$ cat src/rtl/fsm_scan_ctrl.sv
// Scans a captured word MSB first through a 000/111 run detector, counting hits and recording the first hit position.
// Latency: busy for WIDTH cycles, done pulses WIDTH edges after start is accepted; start is ignored unless IDLE.
module fsm_scan_ctrl #(
    parameter int WIDTH = 8,
    parameter int CNT_W = 4,
    parameter int POS_W = 3
) (
    input  logic             clk,
    input  logic             reset,
    input  logic             start,
    input  logic [WIDTH-1:0] data,
    input  logic [1:0]       mode,
    output logic             busy,
    output logic             done,
    output logic             bit_out,
    output logic             hit,
    output logic [CNT_W-1:0] count,
    output logic             found,
    output logic [POS_W-1:0] first_pos
);

    typedef enum logic [1:0] {
        S_IDLE  = 2'd0,
        S_SHIFT = 2'd1,
        S_DONE  = 2'd2
    } state_t;

    localparam logic [POS_W-1:0] LAST_K = POS_W'(WIDTH - 1);

    state_t             state_q, state_d;
    logic [WIDTH-1:0]   shreg_q, shreg_d;
    logic [1:0]         mode_q, mode_d;
    logic [1:0]         hist_q, hist_d;
    logic [POS_W-1:0]   k_q, k_d;
    logic               busy_q, busy_d;
    logic               done_q, done_d;
    logic               bit_out_q, bit_out_d;
    logic               hit_q, hit_d;
    logic [CNT_W-1:0]   count_q, count_d;
    logic               found_q, found_d;
    logic [POS_W-1:0]   first_pos_q, first_pos_d;
    logic               cur_bit;
    logic               match;

    always_comb begin
        state_d     = state_q;
        shreg_d     = shreg_q;
        mode_d      = mode_q;
        hist_d      = hist_q;
        k_d         = k_q;
        busy_d      = busy_q;
        done_d      = 1'b0;
        bit_out_d   = bit_out_q;
        hit_d       = 1'b0;
        count_d     = count_q;
        found_d     = found_q;
        first_pos_d = first_pos_q;
        cur_bit     = shreg_q[WIDTH-1];
        match       = 1'b0;

        case (state_q)
            S_IDLE: begin
                busy_d = 1'b0;
                if (start) begin
                    shreg_d     = data;
                    mode_d      = mode;
                    hist_d      = 2'b00;
                    k_d         = '0;
                    count_d     = '0;
                    found_d     = 1'b0;
                    first_pos_d = '0;
                    busy_d      = 1'b1;
                    state_d     = S_SHIFT;
                end
            end
            S_SHIFT: begin
                // History only qualifies once two bits of this word have been consumed.
                match = (k_q > POS_W'(1)) &&
                        ((mode_q[0] && hist_q == 2'b00 && !cur_bit) ||
                         (mode_q[1] && hist_q == 2'b11 &&  cur_bit));
                bit_out_d = cur_bit;
                shreg_d   = shreg_q << 1;
                hit_d     = match;
                hist_d    = {hist_q[0], cur_bit};
                k_d       = k_q + POS_W'(1);
                if (match) begin
                    if (count_q != {CNT_W{1'b1}}) begin
                        count_d = count_q + CNT_W'(1);
                    end
                    if (!found_q) begin
                        found_d     = 1'b1;
                        first_pos_d = k_q;
                    end
                end
                if (k_q == LAST_K) begin
                    state_d = S_DONE;
                    busy_d  = 1'b0;
                    done_d  = 1'b1;
                end
            end
            S_DONE: begin
                state_d = S_IDLE;
            end
            default: begin
                state_d = S_IDLE;
                busy_d  = 1'b0;
            end
        endcase
    end

    always_ff @(posedge clk) begin
        if (!reset) begin
            state_q     <= S_IDLE;
            shreg_q     <= '0;
            mode_q      <= 2'b00;
            hist_q      <= 2'b00;
            k_q         <= '0;
            busy_q      <= 1'b0;
            done_q      <= 1'b0;
            bit_out_q   <= 1'b0;
            hit_q       <= 1'b0;
            count_q     <= '0;
            found_q     <= 1'b0;
            first_pos_q <= '0;
        end else begin
            state_q     <= state_d;
            shreg_q     <= shreg_d;
            mode_q      <= mode_d;
            hist_q      <= hist_d;
            k_q         <= k_d;
            busy_q      <= busy_d;
            done_q      <= done_d;
            bit_out_q   <= bit_out_d;
            hit_q       <= hit_d;
            count_q     <= count_d;
            found_q     <= found_d;
            first_pos_q <= first_pos_d;
        end
    end

    assign busy      = busy_q;
    assign done      = done_q;
    assign bit_out   = bit_out_q;
    assign hit       = hit_q;
    assign count     = count_q;
    assign found     = found_q;
    assign first_pos = first_pos_q;

endmodule

$ cat config.mk
export PLATFORM = sky130hd
export DESIGN_NAME = fsm_scan_ctrl
export DESIGN_NICKNAME = d
export VERILOG_FILES = /design/src/rtl/fsm_scan_ctrl.sv
export SDC_FILE = /design/constraint.sdc
export NUM_CORES = 1
export LEC_CHECK = 0
export CAP_MARGIN = 15
export CELL_PAD_IN_SITES_DETAIL_PLACEMENT = 1
export CELL_PAD_IN_SITES_GLOBAL_PLACEMENT = 1
export CORE_MARGIN = 1.5
export CORE_UTILIZATION = 25
export CTS_CLUSTER_DIAMETER = 150
export DETAILED_ROUTE_END_ITERATION = 16
export PLACE_DENSITY_LB_ADDON = 0.2
export SLEW_MARGIN = 20
export SYNTH_ARGS = -nofsm -noshare
export SYNTH_HDL_FRONTEND = slang
export SYNTH_SLANG_ARGS = --single-unit
$ cat constraint.sdc
create_clock -name clk -period 3.3 [get_ports clk]
set_clock_uncertainty 0.15 [all_clocks]
set_input_delay 0.66 -clock clk [delete_from_list [all_inputs] [get_ports clk]]
set_output_delay 0.66 -clock clk [all_outputs]
set_load 0.01 [all_outputs]
==> results.json, run 1 <==
{
  "num_vias": 1231,
  "clk_pin_slew_ns": 0.06,
  "core_um2": 5110,
  "htreeDepth": 2,
  "vias_per_cell": 4.90,
  "synth_cells": 154,
  "cp_max_fo": 19,
  "fin_setup_tns_ns": 0,
  "power.total_uw": 782,
  "numPortBuffers": 24,
  "setup_ws_ns": 1.10,
  "maxCapViolCount": 0,
  "yosysSeqAreaShare_pct": 44.1,
  "layout.cells.non_filler": 251,
  "clock_path_buffers": 2,
  "syn_area_um2": 1320,
  "reg2regPathDepth": 6,
  "ios": 25,
  "synth_seq_cells": 29,
  "grt_pass1_wl_um": 6130,
  "finalCritPeriodShare_pct": 66.8,
  "final_util_pct": 34.0,
  "status": "complete, no violations",
  "p_sw_share_pct": 24.4,
  "p_leak_nw": 0.627,
  "placedCellCount": 243,
  "yosys-top-cells-area": "dfxtp_1 (44%), nand2_1 (8.0%), a311oi_1 (4.7%)",
  "power_frac_clock_pct": 40.9,
  "diodes": 0,
  "grt_usage_pct": 14.5,
  "max_freq_mhz": 454,
  "startpoint_type": "input port",
  "die_w_um": 75.6,
  "grt_max_degree": 23,
  "antenna_left": 0,
  "nNetsFinal": 197,
  "die_h_um": 75.6,
  "maxSlewViolCount": 0,
  "relSlewSlack_pct": 65.4,
  "final_area_um2": 1740,
  "holdBufCountCts": 0,
  "path_class": "in -> reg",
  "cellPowerDensity_nw_per_um2": 450,
  "yosysWarnings": 0,
  "dieArea_um2": 5710,
  "dp_slack_ns": 0.814,
  "fp-row-count": 26,
  "routed_wl_um": 3580,
  "drive_gt1_share_pct": 10.5,
  "hold_ws_ns": 0.309,
  "cp_data_arrival_time_ns": 2.24,
  "rsz0062_at_grt": "no",
  "numCtsBuffers": 5,
  "peakVddDrop_mv": 0.259,
  "overflow": 0,
  "cts_tree": "done",
  "insertion_delay_ns": 0.27,
  "finalHoldViolations": 0,
  "required_ns": 3.34,
  "synth_cell_types": 36,
  "place.detailed.hpwl_um": 2530,
  "yosysTopAreaCell": "dfxtp_1",
  "gp_congestion": 0.722,
  "whs_path_depth": 2,
  "dpl_cell_area_um2": 1640,
  "synth_nets": 171,
  "start_util_pct": 25.8,
  "power.switching_uw": 191,
  "grt_pass1_vias": 1263,
  "hold_class": "reg -> reg",
  "wl_per_cell_um": 14.3,
  "cts_resized": 0,
  "post_cts.repair.setup_buffers": 0,
  "yosysTopAreaCellShare_pct": 44.1,
  "firstDrtPassIters": 4,
  "period_needed_ns": 2.20,
  "worst_pin_slew_ns": 0.519,
  "area_growth_pct": 32.0,
  "drtIter0Drc": 41,
  "setup_viol": 0,
  "power_frac_seq_pct": 48.2,
  "cts.sinks": 29,
  "avgSynthCellArea_um2": 8.55,
  "end_kind": "flop",
  "antenna_found_initial": 0,
  "cellInternalPower_uw": 592,
  "drc": 0,
  "pwr-share-comb_pct": 10.9,
  "root_buffer": "clkbuf_8"
}
Yosys cell counts, drive strengths merged:
master / number
o21bai: 1
and4: 1
o22a: 1
o32a: 1
clkinv: 1
nand2: 28
nand3: 6
clkbuf: 6
or4: 1
o211ai: 3
nor2b: 3
a211oi: 3
o21a: 1
a311oi: 7
a211o: 1
o2111ai: 4
a22oi: 2
o21ai: 3
o21ba: 2
nand4: 2
or3: 1
inv: 6
and3: 2
a31oi: 1
ha: 4
a21oi: 8
o22ai: 2
nor2: 16
o41ai: 1
nand2b: 1
nor4b: 1
o221ai: 1
dfxtp: 29
and2: 1
buf: 3
cell usage in the layout, fill, tap and decap left out, types with 4 or more instances in the layout:
| cell | count |
|---|---|
| buf_4 | 4 |
| a311oi_1 | 7 |
| nor2_1 | 16 |
| clkdlybuf4s50_1 | 24 |
| o2111ai_1 | 4 |
| nand2_1 | 28 |
| ha_1 | 4 |
| a21oi_1 | 8 |
| clkbuf_8 | 7 |
| dfxtp_1 | 29 |
| inv_1 | 6 |
| nand3_1 | 6 |
metal layers:
metal	GRT usage [%]	share of wire, %	up-vias
met4	4.76	0.61	0
li1	-	-	607
met5	0	0	-
met1	17.3	48	600
met3	3.57	3.2	2
met2	25.3	49	22
final cells by class:
class                      count  area (um2)
clock buffer                   7        96.3
clock inverter                 1        5.00
fill                         641        3370
inverter                       7        26.3
multi-input combinational    109         672
sequential                    29         581
tap                           70        87.6
timing repair buffer          28         270
registers in the layout, summed over array words and instances, names as in the netlist:
name	cells
bit_out	1
busy	1
count	4
done	1
first_pos	3
found	1
hist_q	2
hit	1
k_q	3
mode_q	2
shreg_q	8
state_q	2
power groups by stage:
stage	sequential, mW	combinational [mW]	clock (mW)
finish	0.377	0.0856	0.320
floorplan	0.382	0.0514	0
global placement	0.384	0.0835	0
CTS	0.377	0.0870	0.333
detailed placement	0.385	0.0866	0
global route	0.379	0.0954	0.351
cells by family after synthesis:
family	count (synthesis)	synth area share [%]
and+or+nand+nor	63	23.1
adders and majority gates	4	3.80
AOI/OAI and AO/OA	42	24.1
DFF	29	44.1
buffers and inverters	16	4.85
worst paths after layout:
path | slack [ns] | to | start
setup reg to reg | 1.39 | first_pos[1] | k_q[1]
hold / removal | 0.31 | mode_q[1] | mode_q[1]
hold reg to reg | 0.31 | mode_q[1] | mode_q[1]
setup / recovery | 1.10 | count[3] | start
critical path, stage by stage:
cell	delay (ns)
clkdlybuf4s50_1	0.52
o21ba_2	0.40
nand4_1	0.18
a211o_1	0.29
a211oi_1	0.18
Power figures use the tool's default switching activity.
==> run 2: changes to the inputs <==
==> constraint.sdc (replaced) <==
create_clock -name clk -period 2 [get_ports clk]
set_clock_uncertainty 0.15 [all_clocks]
set_input_delay 0.4 -clock clk [delete_from_list [all_inputs] [get_ports clk]]
set_output_delay 0.4 -clock clk [all_outputs]
set_load 0.01 [all_outputs]
==> run 2 against run 1 <==
Net effect:
- critical endpoint is now first_pos[0]
- largest cell class unchanged
- cell count grew 2.4%
- combinational power grew 78%
- first-iteration DRC count grew 100%
- global-route usage shrank 0.17 points
==> results.json, run 2 (synthesis results as in run 1) <==
{
  "setup_viol": 0,
  "drive_gt1_share_pct": 11.8,
  "routed_wl_um": 3590,
  "die_h_um": 75.6,
  "clk_pin_slew_ns": 0.06,
  "holdBufCountCts": 0,
  "start_util_pct": 25.8,
  "nNetsFinal": 203,
  "cp_data_arrival_time_ns": 1.93,
  "finalCritPeriodShare_pct": 94.4,
  "area_growth_pct": 33.8,
  "final_area_um2": 1760,
  "numPortBuffers": 24,
  "startpoint_type": "flop",
  "firstDrtPassIters": 4,
  "nFillCells": 625,
  "htreeDepth": 2,
  "largest_register_ff_count": 8,
  "cts.sinks": 29,
  "dieArea_um2": 5710,
  "grt_usage_pct": 14.3,
  "ios": 25,
  "maxSlewViolCount": 0,
  "grt_pass1_wl_um": 6040,
  "grt_pass1_vias": 1285,
  "worst_pin_slew_ns": 0.414,
  "cts_tree": "done",
  "status": "complete, no violations",
  "maxCapViolCount": 0,
  "grt_max_degree": 19,
  "path_class": "reg -> reg",
  "p_leak_nw": 0.642,
  "vias_per_cell": 4.85,
  "required_ns": 2.04,
  "wl_per_cell_um": 14.0,
  "root_buffer": "clkbuf_8",
  "relSlewSlack_pct": 72.4,
  "drtIter0Drc": 84,
  "peakVddDrop_mv": 0.292,
  "antenna_found_initial": 0,
  "num_vias": 1247,
  "seq_area_um2": 581,
  "fp-row-count": 26,
  "dpl_cell_area_um2": 1680,
  "finalHoldViolations": 0,
  "overflow": 0,
  "core_um2": 5110,
  "fin_setup_tns_ns": 0,
  "place.detailed.hpwl_um": 2680,
  "max_freq_mhz": 530,
  "drc": 0,
  "final_util_pct": 34.5,
  "rsz0062_at_grt": "no",
  "cellPowerDensity_nw_per_um2": 698,
  "post_cts.repair.setup_buffers": 0,
  "diodes": 0,
  "final_cell_mix": "dfxtp_1 (29), nand2_1 (28), clkdlybuf4s50_1 (24), nor2_1 (16), buf_4 (10)",
  "regMostFlops": "shreg_q",
  "cts_resized": 0,
  "numCtsBuffers": 5,
  "end_kind": "flop",
  "insertion_delay_ns": 0.27,
  "final_common_cell": "dfxtp_1",
  "multiInputGateArea_um2": 672,
  "hold_class": "reg -> reg",
  "gp_congestion": 0.724,
  "period_needed_ns": 1.89,
  "die_w_um": 75.6,
  "clock_path_buffers": 2,
  "cp_max_fo": 7,
  "antenna_left": 0
}
==> run 2: final timing paths <==
path              from           end  slack [ns]  depth (start not counted)
max reg2reg     k_q[1]  first_pos[0]        0.11                          6
min reg2reg  mode_q[1]     mode_q[1]        0.31                          2
min          mode_q[1]     mode_q[1]        0.31                          2
max             k_q[1]  first_pos[0]        0.11                          6
==> run 2: layout make-up <==
class,instances,area share (%)
multi-input combinational,109,38.1
sequential,29,33.0
timing repair buffer,34,17.9
tap,70,4.97
clock buffer,8,4.55
inverter,7,1.49
==> run 2: critical path, cell delays in order, from the launching register on <==
cell	delay, ns
dfxtp_1	0.37
inv_1	0.08
ha_1	0.18
o21ba_2	0.26
o22ai_2	0.15
or3_4	0.42
o211ai_1	0.19
==> run 2: per-stage QoR <==
stage / instances / setup slack, ns / hold slack (ns) / power (mW)
2_1_floorplan: 154 / 0.314 / 0.282 / 0.715
3_3_place_gp: 249 / 0.113 / 0.297 / 0.781
3_5_place_dp: 249 / 0.0387 / 0.304 / 0.788
4_1_cts: 257 / 0.106 / 0.312 / 1.25
5_1_grt: 257 / 0.0299 / 0.343 / 1.30
6_report: 257 / 0.112 / 0.312 / 1.23
==> run 2: routing by layer <==
layer	up-vias	global-route usage, %	part of all wire [%]
met2	29	24.0	49
met1	594	17.2	45
li1	618	-	-
met4	0	5.95	1.6
met5	-	0	0
met3	6	3.97	4.3
==> run 2: power by group <==
part           total [mW]  internal (mW)  switching (mW)
Combinational       0.152         0.0730          0.0787
Sequential          0.622          0.602          0.0200
Clock               0.456          0.247           0.209
==> run 3: changes to the inputs <==
--- a/config.mk
+++ b/config.mk
@@ -12,6 +12,7 @@
 export CORE_UTILIZATION = 25
 export CTS_CLUSTER_DIAMETER = 150
 export DETAILED_ROUTE_END_ITERATION = 16
+export DONT_BUFFER_PORTS = 1
 export PLACE_DENSITY_LB_ADDON = 0.2
 export SLEW_MARGIN = 20
 export SYNTH_ARGS = -nofsm -noshare
==> run 3 against run 2 <==
Net effect:
- clock power about the same
- critical path depth stayed put
- sequential power hardly changed
- non-clock buffer count is 27 lower
- via count shrank 7.9%
- utilization is 5.1 points lower
- register-to-register slack improved by 0.05 ns
- sequential share of layout area increased by 5.8 points
- sequential cell count is the same
- clock-buffer cell count unchanged
- final area decreased by 15%
- routed wire length down 6.4%
- largest power group unchanged
==> results.json, run 3 (synthesis results as in run 1) <==
{
  "ios": 25,
  "antenna_left": 0,
  "overflow": 0,
  "start_util_pct": 25.8,
  "power.total_mw": 1.18,
  "cts_resized": 0,
  "post_cts.repair.setup_buffers": 0,
  "gp_congestion": 0.823,
  "maxSlewViolCount": 0,
  "finalCritPeriodShare_pct": 91.7,
  "clk_pin_slew_ns": 0.06,
  "clock_path_buffers": 2,
  "period_needed_ns": 1.83,
  "core_um2": 5110,
  "crit_start": "k_q[1]",
  "placedCellCount": 222,
  "place.detailed.hpwl_um": 2470,
  "dieArea_um2": 5710,
  "die_h_um": 75.6,
  "required_ns": 2.07,
  "max_freq_mhz": 545,
  "wl_per_cell_um": 14.6,
  "final_cell_mix": "dfxtp_1 (29), nand2_1 (28), nor2_1 (16), a21oi_1 (8)",
  "worst_pin_slew_ns": 0.477,
  "hp-start": "reset",
  "fp-row-count": 26,
  "grt_pass1_wl_um": 5770,
  "path_class": "reg -> reg",
  "p_leak_nw": 0.540,
  "layout.cells.non_filler": 230,
  "holdBufCountCts": 0,
  "num_vias": 1149,
  "cts_tree": "done",
  "maxCapViolCount": 0,
  "drtIter0Drc": 60,
  "relSlewSlack_pct": 68.1,
  "rsz0062_at_grt": "no",
  "grt_pass1_vias": 1186,
  "htreeDepth": 2,
  "largest_register_ff_count": 8,
  "fin_setup_tns_ns": 0,
  "routed_wl_um": 3360,
  "diodes": 0,
  "vias_per_cell": 5.00,
  "cp_max_fo": 5,
  "status": "complete, no violations",
  "peakVddDrop_mv": 0.370,
  "r2r-start": "k_q[1]",
  "hold_class": "in -> reg",
  "drc": 0,
  "nNetsFinal": 176,
  "antenna_found_initial": 0,
  "firstDrtPassIters": 4,
  "numPortBuffers": 0,
  "area_growth_pct": 13.9,
  "numCtsBuffers": 5,
  "cp_data_arrival_time_ns": 1.90,
  "final_common_cell": "dfxtp_1",
  "insertion_delay_ns": 0.28,
  "setup_viol": 0,
  "drive_gt1_share_pct": 11.9,
  "root_buffer": "clkbuf_8",
  "grt_max_degree": 19,
  "finalHoldViolations": 0,
  "cts.sinks": 29,
  "die_w_um": 75.6,
  "regMostFlops": "shreg_q",
  "cellPowerDensity_nw_per_um2": 790,
  "nFillCells": 619,
  "grt_usage_pct": 13.7,
  "end_kind": "flop",
  "startpoint_type": "flop"
}
==> run 3: cell count changes in the layout (fill, tap and decap cells not counted) <==
cell,previous run,this run
clkdlybuf4s50_1,24,0
buf_4,10,7
==> run 3: layer usage <==
layer / track usage [%] / wire [um] / up-vias
li1: - / - / 560
met5: 0 / 0 / -
met2: 21.3 / 1570 / 25
met4: 6.55 / 63 / 0
met1: 17.1 / 1540 / 557
met3: 4.50 / 185 / 7
==> run 3: cell type report <==
class / instances / area (um2) / area share, %
flip-flops and latches: 29 / 581 / 38.7
clock buffers: 8 / 80.1 / 5.34
multi-input cells: 109 / 672 / 44.8
inverters: 7 / 26.3 / 1.75
repair buffers: 7 / 52.6 / 3.51
well taps: 70 / 87.6 / 5.84
==> run 3: through the flow <==
step	utilization [%]	hold WS [ns]	instance area, um2	worst slack (ns)
6_report	29.3	0.0938	1500	0.166
5_1_grt	29.3	0.0928	1500	0.0480
4_1_cts	29.3	0.0831	1500	0.150
3_5_place_dp	27.8	0.307	1420	0.169
3_3_place_gp	27.8	0.298	1420	0.229
2_1_floorplan	-	0.282	1320	0.314
==> run 3: worst paths after layout <==
path,to,slack (ns),depth (start not counted)
setup / recovery,count[0],0.17,6
hold / removal,count[1],0.09,1
setup reg to reg,count[0],0.17,6
hold reg to reg,mode_q[1],0.31,2
==> run 3: critical path: stages, from the launching register on <==
cell and delay (ns):
dfxtp_1 0.38, inv_1 0.08, ha_1 0.17, o21ba_2 0.26, o221ai_1 0.21, or4_1 0.44, nand3_1 0.09
==> run 3: report_power, final <==
group	total, mW	internal [mW]	switching, mW
Clock	0.454	0.246	0.207
Combinational	0.108	0.0436	0.0642
Sequential	0.623	0.602	0.0214
